**config.mk**
```make
export PLATFORM = sky130hd
export DESIGN_NAME = multicycle_cpu
export DESIGN_NICKNAME = d
export VERILOG_FILES = /design/src/rtl/multicycle_cpu.sv
export SDC_FILE = /design/constraint.sdc
export NUM_CORES = 1
export LEC_CHECK = 0
export CORE_MARGIN = 2
export CORE_UTILIZATION = 56
export DETAILED_ROUTE_END_ITERATION = 16
export PLACE_DENSITY_LB_ADDON = 0.3
export SYNTH_ARGS = -nofsm -noshare
export SYNTH_HDL_FRONTEND = slang
export SYNTH_SLANG_ARGS = --single-unit
```
**constraint.sdc**
```tcl
create_clock -name clk -period 2.3 [get_ports clk]
set_input_delay 0.345 -clock clk [delete_from_list [all_inputs] [get_ports clk]]
set_output_delay 0.345 -clock clk [all_outputs]
set_load 0.02 [all_outputs]
```
**src/rtl/multicycle_cpu.sv**
```systemverilog
// Multicycle load/store core: one instruction in flight, walking IDLE/DECODE/EXECUTE/MEM/WRITEBACK.
// Small register file and data memory, both initialised by synchronous reset.
module multicycle_cpu #(
    parameter int  DATA_WIDTH  = 8,
    parameter int  ADDR_BITS   = 5,
    parameter int  NUM_REGS    = 4,
    localparam int RSEL_W      = $clog2(NUM_REGS),
    localparam int INSTR_WIDTH = 2 + 3*RSEL_W + DATA_WIDTH + 4
) (
    input  logic                   clk,
    input  logic                   rst,
    input  logic [INSTR_WIDTH-1:0] instr,
    input  logic                   instr_valid,
    output logic                   instr_ready,
    output logic                   retire,
    output logic                   carry,
    output logic                   zero,
    output logic                   err,
    input  logic [RSEL_W-1:0]      dbg_sel,
    output logic [DATA_WIDTH-1:0]  dbg_data
);

    localparam int MEM_WORDS = 2**ADDR_BITS;
    localparam int RS2_LSB   = 4 + DATA_WIDTH;
    localparam int RS1_LSB   = RS2_LSB + RSEL_W;
    localparam int RD_LSB    = RS1_LSB + RSEL_W;

    typedef enum logic [2:0] {
        S_IDLE      = 3'd0,
        S_DECODE    = 3'd1,
        S_EXECUTE   = 3'd2,
        S_MEM       = 3'd3,
        S_WRITEBACK = 3'd4
    } state_e;

    typedef enum logic [1:0] {
        T_NOP   = 2'b00,
        T_ALU   = 2'b01,
        T_LOAD  = 2'b10,
        T_STORE = 2'b11
    } itype_e;

    typedef enum logic [3:0] {
        OP_ADD  = 4'd0,
        OP_SUB  = 4'd1,
        OP_AND  = 4'd2,
        OP_OR   = 4'd3,
        OP_XOR  = 4'd4,
        OP_PASS = 4'd5
    } op_e;

    state_e                  state_q, state_d;
    logic [INSTR_WIDTH-1:0]  ir_q;
    logic [DATA_WIDTH-1:0]   a_q, b_q, res_q, mdr_q;
    logic [ADDR_BITS-1:0]    addr_q;
    logic                    ex_c_q, ex_ill_q;
    logic [DATA_WIDTH-1:0]   rf_q  [NUM_REGS];
    logic [DATA_WIDTH-1:0]   mem_q [MEM_WORDS];
    logic                    carry_q, zero_q, err_q, retire_q;

    itype_e                  in_type, ir_type;
    logic [RSEL_W-1:0]       ir_rd, ir_rs1, ir_rs2;
    logic [DATA_WIDTH-1:0]   ir_off;
    logic [3:0]              ir_op;

    logic                    accept;
    logic                    dec_en, ex_en, mem_en, rf_we, mem_we, flag_we, retire_d;

    logic [DATA_WIDTH:0]     sum_w;
    logic [DATA_WIDTH-1:0]   alu_res, wb_data;
    logic                    alu_c, alu_ill;
    logic [ADDR_BITS-1:0]    mem_addr;

    assign in_type = itype_e'(instr[INSTR_WIDTH-1 -: 2]);
    assign ir_type = itype_e'(ir_q[INSTR_WIDTH-1 -: 2]);
    assign ir_rd   = ir_q[RD_LSB  +: RSEL_W];
    assign ir_rs1  = ir_q[RS1_LSB +: RSEL_W];
    assign ir_rs2  = ir_q[RS2_LSB +: RSEL_W];
    assign ir_off  = ir_q[4 +: DATA_WIDTH];
    assign ir_op   = ir_q[3:0];

    assign accept  = instr_valid && instr_ready;

    // State register
    always_ff @(posedge clk) begin
        if (rst) state_q <= S_IDLE;
        else     state_q <= state_d;
    end

    // Next-state logic; unused encodings fall back to IDLE
    always_comb begin
        state_d = S_IDLE;
        case (state_q)
            S_IDLE:      state_d = (accept && in_type != T_NOP) ? S_DECODE : S_IDLE;
            S_DECODE:    state_d = S_EXECUTE;
            S_EXECUTE:   state_d = (ir_type == T_ALU) ? S_WRITEBACK : S_MEM;
            S_MEM:       state_d = (ir_type == T_LOAD) ? S_WRITEBACK : S_IDLE;
            S_WRITEBACK: state_d = S_IDLE;
            default:     state_d = S_IDLE;
        endcase
    end

    // Output / control decode
    always_comb begin
        instr_ready = (state_q == S_IDLE) && !rst;
        dec_en      = (state_q == S_DECODE);
        ex_en       = (state_q == S_EXECUTE);
        mem_en      = (state_q == S_MEM);
        rf_we       = (state_q == S_WRITEBACK);
        flag_we     = (state_q == S_WRITEBACK) && (ir_type == T_ALU);
        mem_we      = (state_q == S_MEM) && (ir_type == T_STORE);
        retire_d    = rf_we || mem_we || (accept && in_type == T_NOP);
    end

    assign sum_w    = {1'b0, a_q} + {1'b0, b_q};
    assign mem_addr = ADDR_BITS'(a_q + ir_off);
    assign wb_data  = (ir_type == T_LOAD) ? mdr_q : res_q;

    always_comb begin
        alu_res = '0;
        alu_c   = carry_q;
        alu_ill = 1'b0;
        case (ir_op)
            OP_ADD:  begin alu_res = sum_w[DATA_WIDTH-1:0]; alu_c = sum_w[DATA_WIDTH]; end
            OP_SUB:  begin alu_res = a_q - b_q;             alu_c = (a_q < b_q);       end
            OP_AND:  alu_res = a_q & b_q;
            OP_OR:   alu_res = a_q | b_q;
            OP_XOR:  alu_res = a_q ^ b_q;
            OP_PASS: alu_res = b_q;
            default: alu_ill = 1'b1;
        endcase
    end

    // Pipeline-internal holding registers; their contents are don't-care outside their state
    always_ff @(posedge clk) begin
        if (accept) ir_q <= instr;
        if (dec_en) begin
            a_q <= rf_q[ir_rs1];
            b_q <= rf_q[ir_rs2];
        end
        if (ex_en) begin
            res_q    <= alu_res;
            ex_c_q   <= alu_c;
            ex_ill_q <= alu_ill;
            addr_q   <= mem_addr;
        end
        if (mem_en) mdr_q <= mem_q[addr_q];
    end

    // Architectural state
    always_ff @(posedge clk) begin
        if (rst) begin
            for (int unsigned i = 0; i < NUM_REGS; i++) rf_q[i] <= DATA_WIDTH'(i);
            for (int unsigned i = 0; i < MEM_WORDS; i++) mem_q[i] <= '0;
            carry_q  <= 1'b0;
            zero_q   <= 1'b0;
            err_q    <= 1'b0;
            retire_q <= 1'b0;
        end else begin
            retire_q <= retire_d;
            if (rf_we) rf_q[ir_rd] <= wb_data;
            if (mem_we) mem_q[addr_q] <= b_q;
            if (flag_we) begin
                zero_q  <= (wb_data == '0);
                carry_q <= ex_c_q;
                if (ex_ill_q) err_q <= 1'b1;
            end
        end
    end

    assign retire   = retire_q;
    assign carry    = carry_q;
    assign zero     = zero_q;
    assign err      = err_q;
    assign dbg_data = rf_q[dbg_sel];

endmodule

```
* Word-level counts from Yosys, hierarchy flattened *
Memories as Yosys holds them, arrays and structs flattened. A register that Yosys moved wholly into a read port is not among the register bits.
Cells that the tools add are included.

storage, ports and cells
  register bits = 42
  memory bits (writable) = 288
  input bits = 25
  output and inout port bits = 13
  memories = 2

memories
  name   depth  bits a word  read ports  clocked after memory_dff  write ports  RTL line  RTL
  mem_q  32     8            1           1                         32           58        logic [DATA_WIDTH-1:0] mem_q [MEM_WORDS];
  rf_q   4      8            3           2                         4            57        logic [DATA_WIDTH-1:0] rf_q [NUM_REGS];

operators by class
  add/sub/neg operators = 3
  $lt $le $gt $ge = 1
  equality and inequality tests = 12
  muxes and demuxes = 22
  bitwise operators = 3
  reduce and logical (&&, ||, !) cells = 18

operator list
  operator            count
  $pmux 8 s6          1
  $mux 8              3
  $reduce_or 8->1     2
  $mux 1              12
  $pmux 3 s4          1
  $add 8x8->9         1
  $and 8x8->8         1
  $eq 4x2->1 const B  2
  $eq 4x3->1 const B  2
  $logic_not 8->1     1
  $lt 8x8->1          1
  $or 8x8->8          1
  $sub 8x8->8         1
  $xor 8x8->8         1
  $eq 3x2->1 const B  2
  $logic_and 1x1->1   6
  $mux 3              2
  $reduce_or 6->1     1
  $add 5x5->5         1
  $mux 5              1
  $eq 2x2->1 const B  2
  $eq 4x1->1 const B  1
  $logic_not 4->1     1
  $eq 3x1->1 const B  1
  other kinds (10)    11

* Logic depth before layout (Yosys ltp) *
  depth in word-level cells = 7
  mapped depth = 9
  mapped depth without buffers = 9

* Worst setup path after synthesis *
Ideal clock, no wire load.

  kind = reg-to-reg
  from = register b_q[2], read port of rf_q
  to = register ex_c_q, data pin
  arrival time = 2,176 ps
  required time = 2,039 ps
  slack = -137 ps
  stages on the path, launching flop included = 10
  path buffers = 2
  period minus slack after synthesis = 2,437 ps
  cells stage by stage = edfxtp_1 > inv_1 > clkbuf_1 > ha_1 > clkbuf_1 > nor2b_1 > o21ai_0 > a311oi_1 > nor3_1 > a311o_1

between the ends
  word-level cells in the longest chain between the ends = 2
  elaborated cells on any way between the ends = 3

RTL lines
  element                                    RTL line  RTL
  from (decl)                                54        logic [DATA_WIDTH-1:0] a_q, b_q, res_q, mdr_q;
  $add 8x8->9 or $lt 8x8->1 (tied branches)  115, 125
  $pmux 1 s2 *                               123       case (ir_op)
  net alu_c                                  71        logic alu_c, alu_ill;
  to (signal assigned)                       143       ex_c_q <= alu_c;
  to (decl)                                  56        logic ex_c_q, ex_ill_q;

Mark *: on every way through the listed nets, which the timed path passes. The rest lies on a longest branch.
A chain may end at the register's enable or synchronous reset.

==> run_results.csv <==
group,metric,value,unit
critical_path,r2r_start,"addr_q[2]",
clock_network,clock-sinks,351,
synth,yosysSeqAreaShare,0.6254,
global_routing,grt_first_pass_wirelength,63840,microns
finish,fin_cells,1699,
finish,area_growth,16.67,%
synth,ys_top_cells_by_area,"edfxtp_1 (62%), mux4_2 (12%), nor3_1 (7.9%)",
finish,n_antenna_cell,0,
critical_path,worst-r2r-cell-count,3,
critical_path,cp_data_required_time,2.65,ns
global_routing,antenna_found_initial,1,
sta,period_share,0.9842,
floorplan,die_area,0.03129,sq mm
power,vdd_drop_max,0.6346,mV
synth,async_reset_ff_frac,0,
critical_path,crit_path_max_fanout,8,
sta,rsz0062_at_grt,"yes",
sta,skew,0.02930,ns
status,outcome,"finished clean",
detailed_routing,via_count,11050,
detailed_routing,vias_per_cell,6.503,
synth,synth-seq-cells,351,
finish,fill_cells,2072,
finish,seq_area,0.01047,sq mm
critical_path,crit_path_start_kind,"flop",
floorplan,die_w,176.9,microns
detailed_routing,wl,41070,microns
critical_path,critPathKind,"flop to flop",
synth,synth_top_cell_area_share,0.6170,
finish,drive_above_1_share,0.2368,
global_routing,grt_max_degree,53,
synth,ys_types,66,
power,power.leakage,0.006618,uW
critical_path,rrSetupSlack,0.04,ns
synth,syn_avg_cell_area,13.99,sq um
power,power.total,14540,uW
global_routing,grt_pass1_vias,10940,
detailed_routing,dr.pass1.iters,5,
clock_network,clk_latency,0.53,ns
clock_network,cts_made_buffers,37,
placed_design,dp.cells,1628,
clock_network,cts_root_buffer,"clkbuf_16",
critical_path,r2r-end,"mdr_q[3]",
placed_design,hpwl,27050,microns
synth,synth_edf_count,344,
synth,ys_warn_count,0,
clock_network,cts_buffer_depth,3,
hold_path,hp-class,"input pin to flop",
critical_path,cp-startpoint,"addr_q[2]",
floorplan,die_h,176.9,microns
global_routing,grt_overflow,0,
sta,final.min_clock_period,2.264,ns
floorplan,start_util,0.5663,
finish,multi_input_area,0.005688,sq mm
global_routing,grt.total_usage,0.2702,
power,p_per_area,744.2,mW/mm^2
hold_path,hp-start,"rst",
sta,tightest_slew,1.169,ns
floorplan,core,0.02956,sq mm
clock_network,cts_max_level,2,
synth,synth_largest_area_cell,"edfxtp_1",
synth,synth_fp_nets,1253,
clock_network,clk_pin_slew,0.06,ns
synth,synth_top_flop_cell,"edfxtp_1",
floorplan,row_count,63,
placed_design,io_buffers,34,
synth,syn_inst,1197,
critical_path,setup.worst_path.end,"mdr_q[3]",
detailed_routing,ant_nets,0,
finish,final_nets,1337,
detailed_routing,wl_per_cell,24.17,microns
synth,syn_area,0.01674,sq mm
placed_design,globalplace.congestion,0.9289,
finish,post-route-util,0.6607,
critical_path,worstPathArrival,2.62,ns
detailed_routing,drt_iter0_drc,1401,
sta,maxSlewHeadroom,0.2191,
detailed_routing,remaining_drc_errors,0,
sta,timing.hold.ws,0.3354,ns
sta,setup_viol,0,
sta,report.final.hold_viol_count,0,
clock_network,cts_tree,"yes",
sta,drv_slew,0,
critical_path,cp-end-kind,"flop",
sta,fmax,441.8,MHz
floorplan,io_pins,38,
sta,fin_setup_tns,0,ns
job,drv_cap,0,
==> area by class of cell <==
cell class	instances	area share
well taps	390	0.02498
multi-input cells	689	0.2912
flip-flops and latches	351	0.5361
inverters	27	0.005189
repair buffers	175	0.07848
clock inverters	24	0.01441
clock buffers	43	0.04965
==> stage by stage <==
stage	setup slack, ns	cell area (sq um)
finish	0.03643	19530
global route	-0.03428	19530
detailed placement	-0.1361	18230
global placement	-0.1254	18230
CTS	0.01153	19480
floorplan	0.01815	16750
==> power breakdown <==
part | switching [uW] | internal, uW | total [uW]
combinational | 607 | 460 | 1070
sequential | 105 | 7230 | 7340
clock | 2430 | 3710 | 6130
total | 3140 | 11400 | 14500
==> registers in the layout (all words and copies together), names as in the netlist <==
signal,count
ex_ill_q,1
rf_q,32
state_q,3
a_q,8
carry,1
mem_q,256
zero,1
addr_q,5
b_q,8
ex_c_q,1
res_q,8
err,1
ir_q,17
mdr_q,8
retire,1
==> kinds of logic after synthesis <==
| family | after synthesis | synth area share |
|---|---|---|
| multiplexers | 101 | 0.1263 |
| adder cells (fa/ha/maj) | 31 | 0.02451 |
| AO/OA/AOI/OAI | 139 | 0.05949 |
| flip-flops | 351 | 0.6254 |
| buffers and inverters | 157 | 0.03767 |
| XOR/XNOR | 4 | 0.002093 |
| AND/OR/NAND/NOR | 414 | 0.1245 |
==> worst min path at each step <==
stage                  to  cells past startpoint
6_report       rf_q[3][0]                      3
5_1_grt           ir_q[7]                      1
4_1_cts        rf_q[3][0]                      3
3_5_place_dp        carry                      2
3_3_place_gp        carry                      2
2_1_floorplan     ir_q[0]                      0
==> routing by layer <==
| metal | up-vias | GRT usage | routed length (microns) | share of wire |
|---|---|---|---|---|
| li1 | 4866 | - | - | - |
| met1 | 5505 | 0.3811 | 16230 | 0.40 |
| met2 | 578 | 0.4419 | 19880 | 0.48 |
| met3 | 99 | 0.03479 | 3629 | 0.088 |
| met4 | 0 | 0.08815 | 1330 | 0.032 |
| met5 | - | 0 | 0 | 0 |
==> critical path, stage by stage (launching register included) <==
cell	delay, ns
edfxtp_1	0.55
nor3b_1	1.00
a22oi_1	0.32
nand4_1	0.22
==> layout by cell type, fill, tap and decap left out, types with 8 or more instances in the layout <==
cell type,n
a21oi_1,22
a22oi_1,34
buf_12,12
buf_4,129
clkbuf_16,38
clkdlybuf4s50_1,24
clkinv_1,8
dlygate4sd2_1,9
edfxtp_1,344
ha_1,25
inv_1,24
mux2i_1,11
mux4_2,88
nand2_1,24
nand2b_1,9
nand3_1,10
nand4_1,9
nor2_1,58
nor3_1,265
o21ai_0,8
o21bai_1,34
==> synthesized netlist by cell type (23+ instances only) <==
library cell,instances
edfxtp_1,344
nor3_1,265
clkbuf_1,94
mux4_2,88
nor2_1,58
a22oi_1,34
o21bai_1,34
ha_1,28
inv_1,26
nand2_1,25
a21oi_1,23
buf_2,23
==> what timing repair did <==
| action | 4_1_cts | 5_1_grt |
|---|---|---|
| pin swaps | 0 | 1 |
| endpoints found under the setup margin | 11 | 5 |
| gates resized for setup | 12 | 10 |
| hold buffers | 0 | 0 |
| setup buffers | 0 | 4 |
(Power assumes the default switching activity.)
